`src/rtl/memory_arbiter_pkg.sv`:
```
// Shared core package for the instruction/data memory arbiter.
// Holds the arbiter FSM state enum, the port-owner encoding (I/D) and
// ctrltype, the command bundle the arbiter routes to the memory side.
package memory_arbiter_pkg;

  typedef enum logic [1:0] {
    ST_IDLE   = 2'd0,
    ST_WAIT_I = 2'd1,
    ST_WAIT_D = 2'd2
  } arb_state_e;

  typedef enum logic {
    OWN_I = 1'b0,
    OWN_D = 1'b1
  } owner_e;

  typedef struct packed {
    logic        start;
    logic        write;
    logic [31:0] addr;
    logic [31:0] wdata;
    logic [31:0] wmask;
  } ctrltype;

  // Side that wins a simultaneous request under the DATA_PRIORITY setting.
  function automatic owner_e prio_side(input int unsigned data_priority);
    return (data_priority != 0) ? OWN_D : OWN_I;
  endfunction

endpackage

```
`src/rtl/memory_arbiter.sv`:
```
// memory_arbiter: routes an instruction read port and a data read/write port
// onto a single memory command port, with at most one read outstanding.
// In IDLE the granted port is passed combinationally to mem_cmd_* (zero
// latency). Reads move the FSM to WAIT_I/WAIT_D until mem_rdata_valid;
// writes complete on acceptance.
//
// Ports:
//   clk, rst (async, active-high)
//   i_start/i_ready/i_addr/i_rdata/i_rdata_valid        instruction port
//   d_cmd_start/d_cmd_write/d_cmd_ready/d_addr/d_wdata/
//   d_wmask/d_rdata/d_rdata_valid                        data port
//   mem_cmd_start/mem_cmd_write/mem_cmd_ready/mem_addr/
//   mem_wdata/mem_wmask/mem_rdata/mem_rdata_valid        memory port
//
// Parameter DATA_PRIORITY: 1 = data wins ties, 0 = instruction wins ties.
// Macro MEMORY_ARBITER_ROUND_ROBIN_EN: ties go to the port not granted last;
// the pointer resets to the DATA_PRIORITY side.
module memory_arbiter
  import memory_arbiter_pkg::*;
#(
  parameter int unsigned DATA_PRIORITY = 1
) (
  input  logic        clk,
  input  logic        rst,
  input  logic        i_start,
  output logic        i_ready,
  input  logic [31:0] i_addr,
  output logic [31:0] i_rdata,
  output logic        i_rdata_valid,
  input  logic        d_cmd_start,
  input  logic        d_cmd_write,
  output logic        d_cmd_ready,
  input  logic [31:0] d_addr,
  input  logic [31:0] d_wdata,
  input  logic [31:0] d_wmask,
  output logic [31:0] d_rdata,
  output logic        d_rdata_valid,
  output logic        mem_cmd_start,
  output logic        mem_cmd_write,
  input  logic        mem_cmd_ready,
  output logic [31:0] mem_addr,
  output logic [31:0] mem_wdata,
  output logic [31:0] mem_wmask,
  input  logic [31:0] mem_rdata,
  input  logic        mem_rdata_valid
);

  arb_state_e state, state_nxt;
  owner_e     grant, tie_winner;
  ctrltype    i_cmd, d_cmd, cmd_sel;
  logic       idle, acc_i, acc_d;

  // Reset gates the combinational command path so nothing leaks out while held.
  assign idle  = (state == ST_IDLE) && !rst;
  assign acc_i = i_ready && i_start;
  assign acc_d = d_cmd_ready && d_cmd_start;

`ifdef MEMORY_ARBITER_ROUND_ROBIN_EN
  owner_e prio_ptr;

  always_ff @(posedge clk or posedge rst) begin
    if (rst) begin
      prio_ptr <= prio_side(DATA_PRIORITY);
    end else if (acc_i) begin
      prio_ptr <= OWN_D;
    end else if (acc_d) begin
      prio_ptr <= OWN_I;
    end
  end

  assign tie_winner = prio_ptr;
`else
  assign tie_winner = prio_side(DATA_PRIORITY);
`endif

  always_comb begin
    grant = tie_winner;
    if (i_start && !d_cmd_start) begin
      grant = OWN_I;
    end else if (d_cmd_start && !i_start) begin
      grant = OWN_D;
    end
  end

  always_comb begin
    i_cmd       = '0;
    i_cmd.start = i_start;
    i_cmd.addr  = i_addr;

    d_cmd       = '0;
    d_cmd.start = d_cmd_start;
    d_cmd.write = d_cmd_write;
    d_cmd.addr  = d_addr;
    d_cmd.wdata = d_wdata;
    d_cmd.wmask = d_wmask;

    cmd_sel = (grant == OWN_D) ? d_cmd : i_cmd;

    mem_cmd_start = idle && cmd_sel.start;
    mem_cmd_write = cmd_sel.write;
    mem_addr      = cmd_sel.addr;
    mem_wdata     = cmd_sel.wdata;
    mem_wmask     = cmd_sel.wmask;

    i_ready     = idle && (grant == OWN_I) && mem_cmd_ready;
    d_cmd_ready = idle && (grant == OWN_D) && mem_cmd_ready;
  end

  // Read data is broadcast; only the valid strobes are steered to the owner.
  assign i_rdata       = mem_rdata;
  assign d_rdata       = mem_rdata;
  assign i_rdata_valid = !rst && (state == ST_WAIT_I) && mem_rdata_valid;
  assign d_rdata_valid = !rst && (state == ST_WAIT_D) && mem_rdata_valid;

  always_ff @(posedge clk or posedge rst) begin
    if (rst) begin
      state <= ST_IDLE;
    end else begin
      state <= state_nxt;
    end
  end

  always_comb begin
    state_nxt = state;
    unique case (state)
      ST_IDLE: begin
        if (acc_i) begin
          state_nxt = ST_WAIT_I;
        end else if (acc_d && !d_cmd_write) begin
          state_nxt = ST_WAIT_D;
        end
      end
      ST_WAIT_I, ST_WAIT_D: begin
        if (mem_rdata_valid) begin
          state_nxt = ST_IDLE;
        end
      end
      default: state_nxt = ST_IDLE;
    endcase
  end

endmodule

```
`config.mk`:
```
export PLATFORM = sky130hd
export DESIGN_NAME = memory_arbiter
export DESIGN_NICKNAME = d
export VERILOG_FILES = /design/src/rtl/memory_arbiter_pkg.sv /design/src/rtl/memory_arbiter.sv
export SDC_FILE = /design/constraint.sdc
export NUM_CORES = 1
export LEC_CHECK = 0
export BUFFER_PORTS_ARGS = -buffer_cell sky130_fd_sc_hd__buf_2
export CAP_MARGIN = 10
export CORE_AREA = 2 2 131 133
export CTS_CLUSTER_DIAMETER = 120
export DETAILED_ROUTE_END_ITERATION = 8
export DIE_AREA = 0 0 133 135
export GPL_TIMING_DRIVEN = 0
export PLACE_DENSITY_LB_ADDON = 0.05
export SYNTH_ARGS = -nofsm -noshare
export SYNTH_HDL_FRONTEND = slang
export SYNTH_SLANG_ARGS = --single-unit
```
`constraint.sdc`:
```
create_clock -name clk -period 3.4 [get_ports clk]
set_input_delay 0.68 -clock clk [delete_from_list [all_inputs] [get_ports clk]]
set_output_delay 0.68 -clock clk [all_outputs]
set_load 0.005 [all_outputs]
```
# After elaboration in Yosys (flattened, before gate mapping)
# Cells that the tools add are included.
dict set report op_classes {
  eq_ne 4
  n_mux 6
  reduce_logical 20
}
# op n
set op_table {}
lappend op_table {{$mux W98} 1}
lappend op_table {{$logic_and A1 B1 Y1} 14}
lappend op_table {{$mux W2} 3}
lappend op_table {{$pmux W2 S2} 1}
lappend op_table {{$logic_not A1 Y1} 3}
lappend op_table {{$ne A3 B2 Y1 const B} 1}
lappend op_table {{$eq A2 B1 Y1 const B} 1}
lappend op_table {{$eq A2 B2 Y1 const B} 1}
lappend op_table {{$logic_not A2 Y1} 1}
lappend op_table {{$ne A2 B2 Y1 const B} 1}
lappend op_table {{$reduce_and A2 Y1} 1}
lappend op_table {{$reduce_or A2 Y1} 1}
lappend op_table {{$mux W1} 1}
dict set report totals {
  ff_bits 2
  in_bits 167
  output_inout_bits 166
  elab_cells 31
}

# Logic depth before layout (Yosys ltp)
dict set report logic_depth {
  word_depth 10
  mapped_depth 6
  depth_no_buf 6
}

# Least setup slack after synthesis
# OpenSTA, ideal clock, no wires.
dict set report synth_timing {
  kind {input-to-output}
  startpoint {input port d_cmd_start}
  endpoint {output port mem_addr[10]}
  arrival_ns 1.367
  required_time_ns 2.720
  slack_ns 1.353
  path_stages 4
  path_buffers 2
  cell_sequence {nand2b_4 > buf_6 > buf_6 > mux2_4}
}
dict set report synth_via {
  elab_chain_cells 3
}
# item line_no
set synth_rtl {}
lappend synth_rtl {{from (decl)} memory_arbiter.sv:30} ;# input logic d_cmd_start,
lappend synth_rtl {{$logic_not A1 Y1} memory_arbiter.sv:78} ;# if (i_start && !d_cmd_start) begin
lappend synth_rtl {{$logic_and A1 B1 Y1} memory_arbiter.sv:78}
lappend synth_rtl {{$mux W98} memory_arbiter.sv:97} ;# cmd_sel = (grant == OWN_D) ? d_cmd : i_cmd;
lappend synth_rtl {{to (decl)} memory_arbiter.sv:41} ;# output logic [31:0] mem_addr,
# Every way passes these cells.

# Final worst setup path
dict set report layout_timing {
  startpoint {input port d_cmd_start}
  endpoint {output port mem_addr[28]}
}
# Same word-level chain as after synthesis.

==> flow_metrics.tcl <==
set metrics [dict create \
    outcome "complete, no violations" \
    port_buffers 300 \
    initial_core_util_pct 10.2 \
    yosysSeqAreaShare_pct 3.00 \
    clk_path_buf_depth 2 \
    p_total_mw 0.679 \
    cp.required_ps 2720 \
    reg2reg_depth 6 \
    drt-pass1-iter-count 4 \
    cp-end-kind "primary output" \
    ys_warn_count 0 \
    netlist_area_um2 1670 \
    ctsHoldBuffers 0 \
    syn_inst 196 \
    cts-root-buf "clkbuf_16" \
    yosysTopAreaCell "buf_4" \
    clock_latency_ps 220 \
    path_max_fanout 10 \
    wl_mm 8.40 \
    rows 47 \
    ios 333 \
    num_vias 2354 \
    die_w_um 133 \
    final_antenna_net_count 0 \
    antenna_found_initial 0 \
    regMostFlops "state" \
    finalCriticalPeriod_ps 2410 \
    p_int_mw 0.470 \
    largest_register_ffs 2 \
    fmax_ghz 0.415 \
    slew_headroom_pct 83.5 \
    r2r_setup_slack_ps 1890 \
    hold_path_class "primary input to async pin" \
    p_leak_nw 2.17 \
    grt_overflow_total 0 \
    cp.arrival_ps 1730 \
    drive_gt1_share_pct 82.4 \
    grt_max_degree 11 \
    viasPerCell 3.27 \
    routedWlPerCell_um 11.7 \
    setup-violations-final 0 \
    slew_violations 0 \
    areaGrowthSynthToFinish_pct 111 \
    rsz0062_at_grt "no" \
    combinationalPowerShare_pct 68.2 \
    nets 671 \
    hold_viol_final 0 \
    p_sw_mw 0.209 \
    cp-start-kind "primary input" \
    cts_sinks 2 \
    ys_types 20 \
    final_common_cell "buf_2" \
    worstReg2RegStart "state[0]$_DFFE_PP0P_" \
    fp.dieH_um 135 \
    grt_pass1_vias 2308 \
    gp_congestion 0.769 \
    min_period_over_period_pct 70.8 \
    cts_buffers 3 \
    p_sw_share_pct 30.8 \
    tightestPinTransition_ps 247 \
    finalClockSkew_ps 0.380 \
    cts.repair.resized 0 \
    postCtsSetupRepairBufs 0 \
    path_class "primary input to primary output" \
    drt_iter0_drc 27 \
    antenna_cells 0 \
    postSynthRegisterBits 2 \
    drcViolationCount 0 \
    die-area_um2 18000 \
    clkTransAtPathRegs_ps 30 \
    synth.area.top_cells "buf_4 (29%), mux2_4 (29%), and2_1 (24%), buf_6 (4.1%), dfrtp_1 (3.0%)" \
    powerDensity_nw_per_um2 193 \
    syn_nets 366 \
    synth_top_area_share_pct 28.8 \
    grt_pass1_wl_mm 11.4 \
    clockPowerShare_pct 26.1 \
    fp.coreArea_um2 16400 \
    fin_util_pct 21.4 \
    grt_usage_pct 7.91 \
    ir_drop_mv 0.108 \
    postLayoutSetupSlackWorst_ps 992 \
    pre_cts_ws_ps 959 \
    fin_tns_setup_ps 0 \
    top_regs "state: 2 flops" \
    seqPwrFrac_pct 5.7 \
    synth.avg_cell_area_um2 8.50 \
    place_hpwl_mm 7.69 \
    r2r_end "state[1]$_DFFE_PP0P_" \
    cts_tree "yes" \
    htreeDepth 1 \
    drv_cap 0 \
    final_cell_mix "buf_2 (305), and2_1 (65), buf_4 (64)" \
]
metal layers:
layer | part of all wire, % | up-vias | GRT usage [%]
li1 | - | 1167 | -
met1 | 29 | 1019 | 6.76
met2 | 60 | 162 | 17.9
met3 | 10 | 6 | 1.88
met4 | 0.70 | 0 | 1.55
met5 | 0 | - | 0
worst max path at each step:
stage | to | startpoint | slack [ps]
6_report | mem_addr[28] | d_cmd_start | 990
3_3_place_gp | mem_addr[5] | d_cmd_start | 970
5_1_grt | mem_addr[28] | d_cmd_start | 930
4_1_cts | mem_addr[28] | d_cmd_start | 960
2_1_floorplan | mem_addr[10] | d_cmd_start | 1350
3_5_place_dp | mem_addr[28] | d_cmd_start | 960
metrics by stage:
| stage | hold WS (ps) | area [um^2] | std cells |
|---|---|---|---|
| global placement | 586 | 3440 | 716 |
| CTS | 353 | 3520 | 719 |
| floorplan | 440 | 1670 | 196 |
| global route | 380 | 3520 | 719 |
| finish | 353 | 3520 | 719 |
| detailed placement | 578 | 3440 | 716 |
power groups by stage:
stage	clock network [mW]	logic, mW	registers (mW)
2_1_floorplan	0	0.243	0.0374
3_3_place_gp	0	0.476	0.0387
3_5_place_dp	0	0.473	0.0387
4_1_cts	0.180	0.475	0.0385
5_1_grt	0.184	0.509	0.0398
6_report	0.177	0.463	0.0387
cell families (layout without fill, tap and decap cells):
logic type	Yosys count	after routing	share of synthesized area [%]
buffers and inverters	78	381	35.1
AOI/OAI and AO/OA	6	6	2.55
muxes	32	32	28.8
adders and majority gates	3	3	2.25
and+or+nand+nor	75	75	28.3
DFF	2	2	3.00
final cells by class:
cell class	count	area [um^2]
Buffer	75	573
Clock buffer	3	75.1
Fill cell	1866	12900
Inverter	3	11.3
Multi-Input combinational cell	116	1030
Sequential cell	2	50.0
Tap cell	220	275
Timing Repair Buffer	300	1500
Yosys cell counts:
library cell,instances
nand2b_1,1
dfrtp_1,2
inv_1,3
a21oi_1,1
o211a_1,1
o32ai_1,1
buf_6,6
nor3_1,1
nor2_1,2
nor2b_1,2
buf_2,5
nand3b_1,1
nand2b_4,1
o22a_1,1
mux2_4,32
ha_1,3
and2_1,65
and3_1,2
buf_4,64
o21ai_0,2
critical path: stages:
cell,delay [ps]
buf_2,110
nand2b_4,120
buf_6,150
buf_6,200
mux2_4,310
buf_2,150
Power figures use the tool's default switching activity.
